<file path="config.mk">
export PLATFORM = sky130hd
export DESIGN_NAME = router_pkt_gen
export DESIGN_NICKNAME = d
export VERILOG_FILES = /design/src/rtl/router_pkt_gen.sv
export SDC_FILE = /design/constraint.sdc
export NUM_CORES = 1
export LEC_CHECK = 0
export ABC_CLOCK_PERIOD_IN_PS = 4570
export CAP_MARGIN = 20
export CORE_MARGIN = 1
export CORE_UTILIZATION = 54
export CTS_CLUSTER_SIZE = 25
export DETAILED_ROUTE_END_ITERATION = 8
export PLACE_DENSITY = 0.77
export REMOVE_ABC_BUFFERS = 1
export SETUP_SLACK_MARGIN = 0.02
export SKIP_LAST_GASP = 1
export SYNTH_ARGS = -nofsm -noshare
export SYNTH_HDL_FRONTEND = slang
export SYNTH_SLANG_ARGS = --single-unit
</file>
<file path="constraint.sdc">
create_clock -name clock -period 4.57 [get_ports clock]
set_input_delay 0.6855 -clock clock [delete_from_list [all_inputs] [get_ports clock]]
set_output_delay 0.6855 -clock clock [all_outputs]
set_load 0.03 [all_outputs]
</file>
<file path="src/rtl/router_pkt_gen.sv">
// Packet source for the router input port: emits bursts of framed packets
// (header {len, addr}, payload bytes, parity byte) and honours busy.
//
// state     | meaning
// ----------+--------------------------------------------------------
// S_IDLE    | waiting for start; outputs idle
// S_HEADER  | header {len, addr} on data_in, pkt_valid=1
// S_PAYLOAD | payload byte on data_in, pkt_valid=1
// S_PARITY  | parity byte (inverted when injecting errors), pkt_valid=0
// S_GAP     | inter-packet idle, GAP_CYCLES cycles, ignores busy
module router_pkt_gen #(
  parameter int              DATA_W     = 8,
  parameter int              ADDR_W     = 2,
  parameter int              NUM_CH     = 3,
  parameter int              GAP_CYCLES = 2,
  parameter logic [DATA_W-1:0] LFSR_SEED = 8'hA5,
  parameter logic [DATA_W-1:0] LFSR_TAPS = 8'hB8,
  parameter int              CNT_W      = 16
) (
  input  logic                     clock,
  input  logic                     resetn,
  input  logic                     start,
  input  logic [DATA_W-ADDR_W-1:0] cfg_len,
  input  logic [ADDR_W-1:0]        cfg_addr,
  input  logic [7:0]               cfg_npkts,
  input  logic [1:0]               cfg_mode,
  input  logic                     cfg_rotate,
  input  logic                     inject_err,
  input  logic                     busy,
  output logic [DATA_W-1:0]        data_in,
  output logic                     pkt_valid,
  output logic                     active,
  output logic                     done,
  output logic [CNT_W-1:0]         pkt_cnt
);

  localparam int LEN_W = DATA_W - ADDR_W;

  typedef enum logic [2:0] {S_IDLE, S_HEADER, S_PAYLOAD, S_PARITY, S_GAP} state_t;

  state_t              state_q, state_d;
  logic [LEN_W-1:0]    len_q, len_d;
  logic [ADDR_W-1:0]   addr_q, addr_d;
  logic [1:0]          mode_q, mode_d;
  logic                rotate_q, rotate_d;
  logic                err_q, err_d;
  logic [7:0]          rem_q, rem_d;
  logic [LEN_W-1:0]    cnt_q, cnt_d;
  logic [15:0]         gap_q, gap_d;
  logic [DATA_W-1:0]   inc_q, inc_d;
  logic [DATA_W-1:0]   lfsr_q, lfsr_d;
  logic [DATA_W-1:0]   parity_q, parity_d;
  logic [DATA_W-1:0]   data_q, data_d;
  logic                valid_q, valid_d;
  logic                active_q, active_d;
  logic                done_q, done_d;
  logic [CNT_W-1:0]    pkt_cnt_q, pkt_cnt_d;
  logic [ADDR_W:0]     addr_inc;
  logic [DATA_W-1:0]   pl_cur;

  function automatic logic [DATA_W-1:0] pl_byte(input logic [1:0] m,
                                                input logic [DATA_W-1:0] inc,
                                                input logic [DATA_W-1:0] lfsr);
    case (m)
      2'b01:   pl_byte = lfsr;
      2'b10:   pl_byte = '1;
      default: pl_byte = inc;
    endcase
  endfunction

  // Next-state, datapath and registered-output computation
  always_comb begin
    state_d   = state_q;
    len_d     = len_q;
    addr_d    = addr_q;
    mode_d    = mode_q;
    rotate_d  = rotate_q;
    err_d     = err_q;
    rem_d     = rem_q;
    cnt_d     = cnt_q;
    gap_d     = gap_q;
    inc_d     = inc_q;
    lfsr_d    = lfsr_q;
    parity_d  = parity_q;
    active_d  = active_q;
    done_d    = 1'b0;
    pkt_cnt_d = pkt_cnt_q;
    addr_inc  = {1'b0, addr_q} + (ADDR_W+1)'(1);
    pl_cur    = pl_byte(mode_q, inc_q, lfsr_q);

    case (state_q)
      S_IDLE: begin
        if (start) begin
          len_d    = cfg_len;
          addr_d   = cfg_addr;
          mode_d   = cfg_mode;
          rotate_d = cfg_rotate;
          err_d    = inject_err;
          inc_d    = '0;
          lfsr_d   = LFSR_SEED;
          if (cfg_npkts != 8'd0) begin
            rem_d    = cfg_npkts;
            active_d = 1'b1;
            state_d  = S_HEADER;
          end else begin
            done_d = 1'b1;
          end
        end
      end
      S_HEADER: begin
        if (!busy) begin
          parity_d = {len_q, addr_q};
          cnt_d    = len_q;
          state_d  = (len_q == '0) ? S_PARITY : S_PAYLOAD;
        end
      end
      S_PAYLOAD: begin
        if (!busy) begin
          parity_d = parity_q ^ pl_cur;
          inc_d    = inc_q + DATA_W'(1);
          lfsr_d   = lfsr_q[0] ? ((lfsr_q >> 1) ^ LFSR_TAPS) : (lfsr_q >> 1);
          cnt_d    = cnt_q - LEN_W'(1);
          if (cnt_q == LEN_W'(1)) state_d = S_PARITY;
        end
      end
      S_PARITY: begin
        if (!busy) begin
          pkt_cnt_d = pkt_cnt_q + CNT_W'(1);
          if (rotate_q) addr_d = ADDR_W'(int'(addr_inc) % NUM_CH);
          if (rem_q == 8'd1) begin
            state_d  = S_IDLE;
            done_d   = 1'b1;
            active_d = 1'b0;
          end else begin
            rem_d = rem_q - 8'd1;
            if (GAP_CYCLES == 0) begin
              state_d = S_HEADER;
            end else begin
              gap_d   = 16'(GAP_CYCLES - 1);
              state_d = S_GAP;
            end
          end
        end
      end
      S_GAP: begin
        if (gap_q == 16'd0) state_d = S_HEADER;
        else                gap_d   = gap_q - 16'd1;
      end
      default: state_d = S_IDLE;
    endcase

    // Outputs are a function of the state being entered, so they are valid
    // in the same cycle the state register shows that state.
    data_d  = '0;
    valid_d = 1'b0;
    case (state_d)
      S_HEADER: begin
        data_d  = {len_d, addr_d};
        valid_d = 1'b1;
      end
      S_PAYLOAD: begin
        data_d  = pl_byte(mode_d, inc_d, lfsr_d);
        valid_d = 1'b1;
      end
      S_PARITY: data_d = err_d ? ~parity_d : parity_d;
      default:  data_d = '0;
    endcase
  end

  // State and output registers with synchronous active-low reset
  always_ff @(posedge clock) begin
    if (!resetn) begin
      state_q   <= S_IDLE;
      len_q     <= '0;
      addr_q    <= '0;
      mode_q    <= '0;
      rotate_q  <= 1'b0;
      err_q     <= 1'b0;
      rem_q     <= '0;
      cnt_q     <= '0;
      gap_q     <= '0;
      inc_q     <= '0;
      lfsr_q    <= LFSR_SEED;
      parity_q  <= '0;
      data_q    <= '0;
      valid_q   <= 1'b0;
      active_q  <= 1'b0;
      done_q    <= 1'b0;
      pkt_cnt_q <= '0;
    end else begin
      state_q   <= state_d;
      len_q     <= len_d;
      addr_q    <= addr_d;
      mode_q    <= mode_d;
      rotate_q  <= rotate_d;
      err_q     <= err_d;
      rem_q     <= rem_d;
      cnt_q     <= cnt_d;
      gap_q     <= gap_d;
      inc_q     <= inc_d;
      lfsr_q    <= lfsr_d;
      parity_q  <= parity_d;
      data_q    <= data_d;
      valid_q   <= valid_d;
      active_q  <= active_d;
      done_q    <= done_d;
      pkt_cnt_q <= pkt_cnt_d;
    end
  end

  assign data_in   = data_q;
  assign pkt_valid = valid_q;
  assign active    = active_q;
  assign done      = done_q;
  assign pkt_cnt   = pkt_cnt_q;

endmodule

</file>
After elaboration in Yosys (flattened, before gate mapping)
Index checks and enable logic that the tools add are counted.
{"block": "totals", "word_cells": 120, "reg_bits": 96, "output_inout_bits": 27, "inputBits": 24}
{"block": "classes", "mux": 57, "n_reduce_logical": 14, "n_div": 1, "bitwise_logic": 4, "n_eq_ne": 21, "n_addsub": 6}
{"cell": "8-bit two-way mux", "n": 12}
{"cell": "8-bit case mux with 2 select lines", "n": 6}
{"cell": "16-bit two-way mux", "n": 3}
{"cell": "4-bit by 3-bit modulo with 32-bit output, second input constant", "n": 1}
{"cell": "16-bit case mux with 2 select lines", "n": 1}
{"cell": "3-bit two-way mux", "n": 8}
{"cell": "6-bit two-way mux", "n": 4}
{"cell": "8-bit case mux with 3 select lines", "n": 1}
{"cell": "16-bit by 1-bit adder with 16-bit output, second input constant", "n": 1}
{"cell": "16-bit zero test", "n": 1}
{"cell": "2-bit inequality test, second input constant", "n": 8}
{"cell": "16-bit by 1-bit subtractor with 16-bit output, second input constant", "n": 1}
{"cell": "3-bit case mux with 5 select lines", "n": 1}
{"cell": "3-bit by 2-bit equality test with 1-bit output, second input constant", "n": 4}
{"cell": "1-bit two-way mux", "n": 12}
{"cell": "6-bit case mux with 2 select lines", "n": 1}
{"cell": "2-bit two-way mux", "n": 5}
{"cell": "5-bit AND reduction", "n": 2}
{"cell": "8-bit by 1-bit adder with 8-bit output, second input constant", "n": 1}
{"cell": "8-bit by 1-bit equality test with 1-bit output, second input constant", "n": 1}
{"cell": "8-bit NOT", "n": 1}
{"cell": "8-bit nonzero test", "n": 1}
{"cell": "8-bit by 1-bit subtractor with 8-bit output, second input constant", "n": 1}
{"cell": "8-bit bitwise XOR", "n": 1}
{"cell": "18 further kinds", "n": 25}

Logic depth before layout (Yosys ltp)
Gate-level depths: netlist (run 1).
{"block": "depth", "depth_word": 8, "depth_mapped": 15, "mapped_depth_nobuf": 10}

Worst setup path after synthesis (run 1)
Ideal clock, no wire load.
{"block": "synth_path", "kind": "input -> register", "from": "in start", "to": "reg data_q[2] (netlist: data_in[2])", "arrival_ns": 3.347, "stages": 14, "n_path_buf": 4, "slack_ns": 1.101, "path_cell_list": "nor4b_1 -> buf_2 -> buf_1 -> nor2_1 -> a21oi_1 -> inv_1 -> ha_1 -> clkbuf_1 -> or2_2 -> clkbuf_1 -> nor2_1 -> a21oi_1 -> and3_1 -> o311a_1"}
{"block": "synth_between", "elab_chain_cells": 5, "word_cells_on_any_way": 20, "classes_between": "5 x eq/ne; 15 x mux"}
{"item": "from (decl)", "line_no": "22", "source": "input logic start,"}
{"item": "2-bit two-way mux (*)", "line_no": "93", "source": "if (start) begin"}
{"item": "2-bit two-way mux (*)", "line_no": "91", "source": "case (state_q)"}
{"item": "named net mode_d[1]", "line_no": "44", "source": "logic [1:0] mode_q, mode_d;"}
{"item": "2-bit equality test or 2-bit by 1-bit equality test with 1-bit output (tied branches)", "line_no": "64", "source": "case (m)"}
{"item": "8-bit case mux with 2 select lines (*)", "line_no": "64"}
{"item": "8-bit case mux with 3 select lines (*)", "line_no": "156", "source": "case (state_d)"}
{"item": "to (signal assigned)", "line_no": "203", "source": "data_q <= data_d;"}
{"item": "to (decl)", "line_no": "53", "source": "logic [DATA_W-1:0] data_q, data_d;"}
The timed path passes the listed nets; every way through them passes the cells marked *.
A chain may end at the register's enable or synchronous reset.

Worst setup path after layout (run 1)
Same ends and word-level chain as after synthesis.

==> results of run 1 <==
cell families after synthesis:
family / count (synthesis)
AO/OA/AOI/OAI: 142
AND/OR/NAND/NOR: 312
flip-flops: 96
XOR/XNOR: 35
multiplexers: 17
buffers and inverters: 61
adder cells (fa/ha/maj): 12
where the power goes:
| group | total, mW | switching (mW) | internal, mW |
|---|---|---|---|
| clock | 0.584 | 0.310 | 0.273 |
| sequential | 0.922 | 0.0397 | 0.883 |
| combinational | 0.494 | 0.297 | 0.197 |
layer usage:
metal	vias up	track usage
li1	2462	-
met1	2376	0.384
met2	187	0.448
met3	29	0.0469
met4	0	0.100
met5	-	0
cell type report:
class | instances | area (sq um)
Clock buffer | 11 | 141
Multi-Input combinational cell | 518 | 3170
Inverter | 19 | 71.3
Clock inverter | 5 | 65.1
Sequential cell | 96 | 1920
Fill cell | 814 | 3300
Timing Repair Buffer | 62 | 591
Tap cell | 129 | 161
layout by cell type (no fill, tap or decap), types with 9 or more instances in the layout:
master | synthesis | final
dfxtp_1 | 96 | 96
xor2_1 | 27 | 27
clkbuf_8 | 0 | 10
a211oi_1 | 13 | 13
ha_1 | 12 | 12
mux2i_1 | 13 | 13
a21oi_1 | 39 | 39
or2_2 | 9 | 9
nor3_1 | 22 | 22
nor2b_1 | 12 | 12
clkdlybuf4s50_1 | 0 | 50
buf_4 | 0 | 12
nand2b_1 | 11 | 11
or3_1 | 11 | 11
nand3_1 | 37 | 37
and2_1 | 13 | 13
inv_1 | 18 | 17
nor2_1 | 101 | 101
nand2_1 | 49 | 49
o21ai_0 | 24 | 24
flip-flops by register name, indices dropped and copies added (netlist names), 6 cells and up:
name	count
lfsr_q	8
cnt_q	6
rem_q	8
gap_q	16
pkt_cnt	16
inc_q	8
parity_q	8
data_in	8
len_q	6
metrics by stage:
stage,worst slack [ns],area (sq um),total power [mW],utilization,hold WS (ns)
after global routing,0.926,6120,2.10,0.650,0.527
final,1.18,6120,2.00,0.650,0.497
after floorplan,-0.0727,5150,1.27,-,0.458
after CTS,1.21,6120,2.00,0.650,0.494
after detailed placement,0.833,5910,1.42,0.628,0.480
after global placement,0.994,5910,1.41,0.628,0.475
worst paths after layout:
kind,from,to,slack [ns],cells after the start
setup / recovery,start,data_in[2],1.18,11
hold / removal,rem_q[1],rem_q[1],0.50,2
setup reg to reg,state_q[2],data_in[2],1.31,10
hold reg to reg,rem_q[1],rem_q[1],0.50,2
critical path, cell delays in order:
cell,delay (ns)
clkdlybuf4s50_1,0.55
nor4b_2,0.36
buf_4,0.34
a21oi_1,0.16
inv_1,0.08
ha_1,0.32
or2_2,0.40
nor2_1,0.18
a21oi_1,0.09
and3_1,0.17
o311a_1,0.29
==> out/metrics.yaml, run 1 <==
outcome:
  status: "finished clean"
critical_path:
  worstPathRequired_ns: 4.83
  crit_fanout: 17
  endpoint_kind: "register"
  crit_path_start_kind: "input pin"
  critical_path_class: "input pin to register"
  worstPathArrival_ns: 3.65
power:
  max-vdd-ir-drop_v: 0.000170
  power.density_nw_per_um2: 327
  leakage_nw: 2.27
sta:
  rsz0062_at_grt: "false"
  period_minus_slack_ns: 3.39
  finalHoldViolations: 0
  relSlewSlack: 0.337
  slew_viol_final: 0
  finClkSkew_ns: 0.0124
  finalCritPeriodShare: 0.741
  setup_tns_ns: 0
  worst_slew_pin_slew_ns: 0.989
  setup_violations: 0
  fmax_ghz: 0.295
cts:
  post_cts_buffers: 0
  cts_hold_buf: 0
  cts_tree: "done"
  insertion_delay_ns: 0.37
  cts_buffer_depth: 2
  clock-sinks: 96
  cts.clk_slew.worst_paths_ns: 0.09
  htree_levels: 3
  cts_buffers: 9
  cts_root_buffer: "clkbuf_8"
  cts_resized: 0
global_route:
  grt_max_degree: 39
  grt_pass1_vias: 4739
  antenna_found_initial: 0
  grt_overflow_total: 0
  grt_pass1_wl_um: 22700
  grt.total_usage: 0.281
final_layout:
  area_growth_pct: 15.0
  final_layout_size_suffix_gt1_frac: 0.0703
  diodes: 0
  nets: 742
  final_cells: 840
floorplanning:
  rows: 35
  start_util: 0.565
  die_w_um: 101
  fp.dieH_um: 101
  core_sq_um: 9420
  pin_count: 51
  dieArea_sq_um: 10300
route:
  routedWlPerCell_um: 16.4
  postRouteAntennaNets: 0
  wl_met2_um: 6310
  wl_um: 13800
  first_pass_iters: 5
  top_layer_used: "met4"
  via_per_inst: 6.02
  vias: 5054
  route.met3.wl_um: 986
  met1Wirelength_um: 6260
  drt_iter0_markers: 347
  route.detailed.drc: 0
yosys:
  avgSynthCellArea_sq_um: 7.89
  synth_xor_xnor_area_share: 0.0576
  ys.flop_type: "dfxtp_1"
  async_flop_share: 0
  synthMuxAreaShare: 0.0329
  syn_inst: 675
  ys_ff_latch: 96
  yosys.cell_count.top_type: "nor2_1"
  synth.distinct_cells: 70
  synth_top_family_by_area: "simple AND/OR/NAND/NOR gates"
  synth.top_cells.by_area: "dfxtp_1 36%, nor2_1 7.1%, xor2_1 4.4%"
  synth-simple-area-share: 0.297
  syn_area_sq_um: 5320
  yosys_warnings: 0
  ys_seq_area_frac: 0.361
  synthTopCellsByCount: "101 x nor2_1, 96 x dfxtp_1, 49 x nand2_1"
  synth_top_cell_area_share: 0.361
  synth_fa_ha_area_frac: 0.0282
  synth-compound-area-share: 0.177
  synth_edf_count: 0
  synth_top_area_cell: "dfxtp_1"
flow_run:
  drv_cap: 0
place:
  port_buffers: 50
  post-dp-hpwl_um: 10100
  placed_cells: 824
  routabilityCongestion: 0.918
hold_path:
  hp-class: "register to register"
No activity file was read; power rests on OpenSTA's default activity.
==> inputs of run 2 (changes only) <==
--- a/config.mk
+++ b/config.mk
@@ -5,7 +5,7 @@
 export SDC_FILE = /design/constraint.sdc
 export NUM_CORES = 1
 export LEC_CHECK = 0
-export ABC_CLOCK_PERIOD_IN_PS = 4570
+export ABC_CLOCK_PERIOD_IN_PS = 3500
 export CAP_MARGIN = 20
 export CORE_MARGIN = 1
 export CORE_UTILIZATION = 54
==> constraint.sdc (replaced) <==
create_clock -name clock -period 3.5 [get_ports clock]
set_input_delay 0.525 -clock clock [delete_from_list [all_inputs] [get_ports clock]]
set_output_delay 0.525 -clock clock [all_outputs]
set_load 0.03 [all_outputs]
==> run 2 against run 1 <==
Compared with the run above: hold slack improved by 0.010 ns; clock skew fell by 0.0028 ns; count of clock-buffer cells in the layout fell by 2; sequential cell count did not move; register-to-register slack got worse by 0.61 ns; combinational power rose by 34%; setup slack got worse by 0.70 ns; sequential power rose by 30%; clock power rose by 13%; global-route usage rose by 0.60 points; core utilization rose by 0.20 points; critical path type unchanged.
==> out/metrics.yaml, run 2 (same netlist as run 1, synthesis figures left out) <==
hold_path:
  holdPathStages: 2
  hp-class: "register to register"
  hold_start: "rotate_q"
  hold_end: "rotate_q"
power:
  power.density_nw_per_um2: 411
  leakage_nw: 2.29
  max-vdd-ir-drop_v: 0.000247
  finalPower_mw: 2.52
floorplanning:
  dieArea_sq_um: 10300
  core_sq_um: 9420
  start_util: 0.565
  die_w_um: 101
  rows: 35
  pin_count: 51
  fp.dieH_um: 101
final_layout:
  register_area_sq_um: 1920
  multi_input_area_sq_um: 3170
  fill_cells: 837
  area_growth_pct: 15.3
  final_cell_mix: "101 x nor2_1, 96 x dfxtp_1, 50 x clkdlybuf4s50_1"
  final_layout_size_suffix_gt1_frac: 0.0808
  final_util: 0.652
  nets: 749
  diodes: 0
  layout_commonest_cell: "nor2_1"
critical_path:
  critical_path_class: "input pin to register"
  path_cells: "clkdlybuf4s50_1, nor4b_2, nor2_1, a21oi_1, inv_1, ha_1, or2_2, nor2_1, a21oi_1, and3_1, o311a_1"
  critical_path.reg2reg.endpoint: "data_in[2]"
  endpoint_kind: "register"
  crit_path_start_kind: "input pin"
  crit_fanout: 7
  r2r_slack_ns: 0.70
  reg2reg_from: "state_q[0]"
  worstRegToRegCells: 10
  worstPathArrival_ns: 3.28
  worstPathRequired_ns: 3.76
  cp_slowest_cell: "nor4b_2"
  crit_path_max_incr_delay_ns: 0.49
global_route:
  grt_max_degree: 39
  grt.total_usage: 0.287
  grt_pass1_wl_um: 23200
  grt_overflow_total: 0
  antenna_found_initial: 0
  grt_pass1_vias: 4770
sta:
  slew_viol_final: 0
  rsz0062_at_grt: "false"
  setup_violations: 0
  worst_slew_pin_slew_ns: 0.933
  finClkSkew_ns: 0.00959
  period_minus_slack_ns: 3.02
  finalHoldViolations: 0
  hold_slack_ns: 0.507
  fmax_ghz: 0.331
  relSlewSlack: 0.372
  finalCritPeriodShare: 0.862
flow_run:
  drv_cap: 0
cts:
  post_cts_buffers: 0
  cts_hold_buf: 0
  cts_tree: "done"
  cts.clk_slew.worst_paths_ns: 0.09
  cts_root_buffer: "clkbuf_8"
  clock-sinks: 96
  insertion_delay_ns: 0.37
  cts_buffers: 9
  cts_buffer_depth: 2
  htree_levels: 3
  cts_resized: 0
place:
  post-dp-hpwl_um: 10300
  routabilityCongestion: 0.917
  port_buffers: 50
route:
  drt_iter0_markers: 439
  wl_um: 14000
  via_per_inst: 5.96
  routedWlPerCell_um: 16.5
  postRouteAntennaNets: 0
  first_pass_iters: 5
  vias: 5044
  route.detailed.drc: 0
outcome:
  status: "finished clean"
## run 2: area by class of cell
| class | instances | area share |
|---|---|---|
| multi-input cells | 518 | 0.516 |
| flip-flops and latches | 96 | 0.313 |
| repair buffers | 69 | 0.105 |
| well taps | 129 | 0.0263 |
| clock buffers | 9 | 0.0202 |
| inverters | 19 | 0.0116 |
| clock inverters | 7 | 0.00795 |
## run 2: where the power goes
part / internal [mW] / leakage, nW / switching, mW
combinational: 0.264 / 1.42 / 0.395
clock: 0.258 / 0.0889 / 0.402
sequential: 1.15 / 0.780 / 0.0518
## run 2: per-stage QoR
stage                     TNS [ns]  cell area (sq um)  setup slack (ns)  std cells
after CTS                        0               6140             0.473        847
after global placement           0               5970             0.300        831
after floorplan              -8.19               5150             -1.14        633
final                            0               6140             0.482        847
after global routing             0               6140             0.292        847
after detailed placement         0               5970             0.176        831
## run 2: worst max-delay path by stage
stage / endpoint / depth (start not counted) / start / slack, ns
detailed placement: data_in[2] / 11 / start / 0.18
global placement: data_in[2] / 11 / start / 0.30
floorplan: data_in[2] / 8 / state_q[1] / -1.14
finish: data_in[2] / 11 / start / 0.48
CTS: data_in[2] / 11 / start / 0.47
global route: data_in[2] / 11 / start / 0.29
## run 2: routing by layer
metal  routed length [um]  vias up  track usage
met1                 6210     2358        0.388
met5                    0        -            0
met4                  178        0       0.0580
met3                  996       20       0.0566
li1                     -     2463            -
met2                 6580      203        0.478
## run 2: worst max-delay path, delay by kind of cell
| family | cells | cell delay, ns |
|---|---|---|
| adder cells (fa/ha/maj) | 1 | 0.29 |
| AND/OR/NAND/NOR | 5 | 1.30 |
| buffers and inverters | 2 | 0.55 |
| AO/OA/AOI/OAI | 3 | 0.62 |
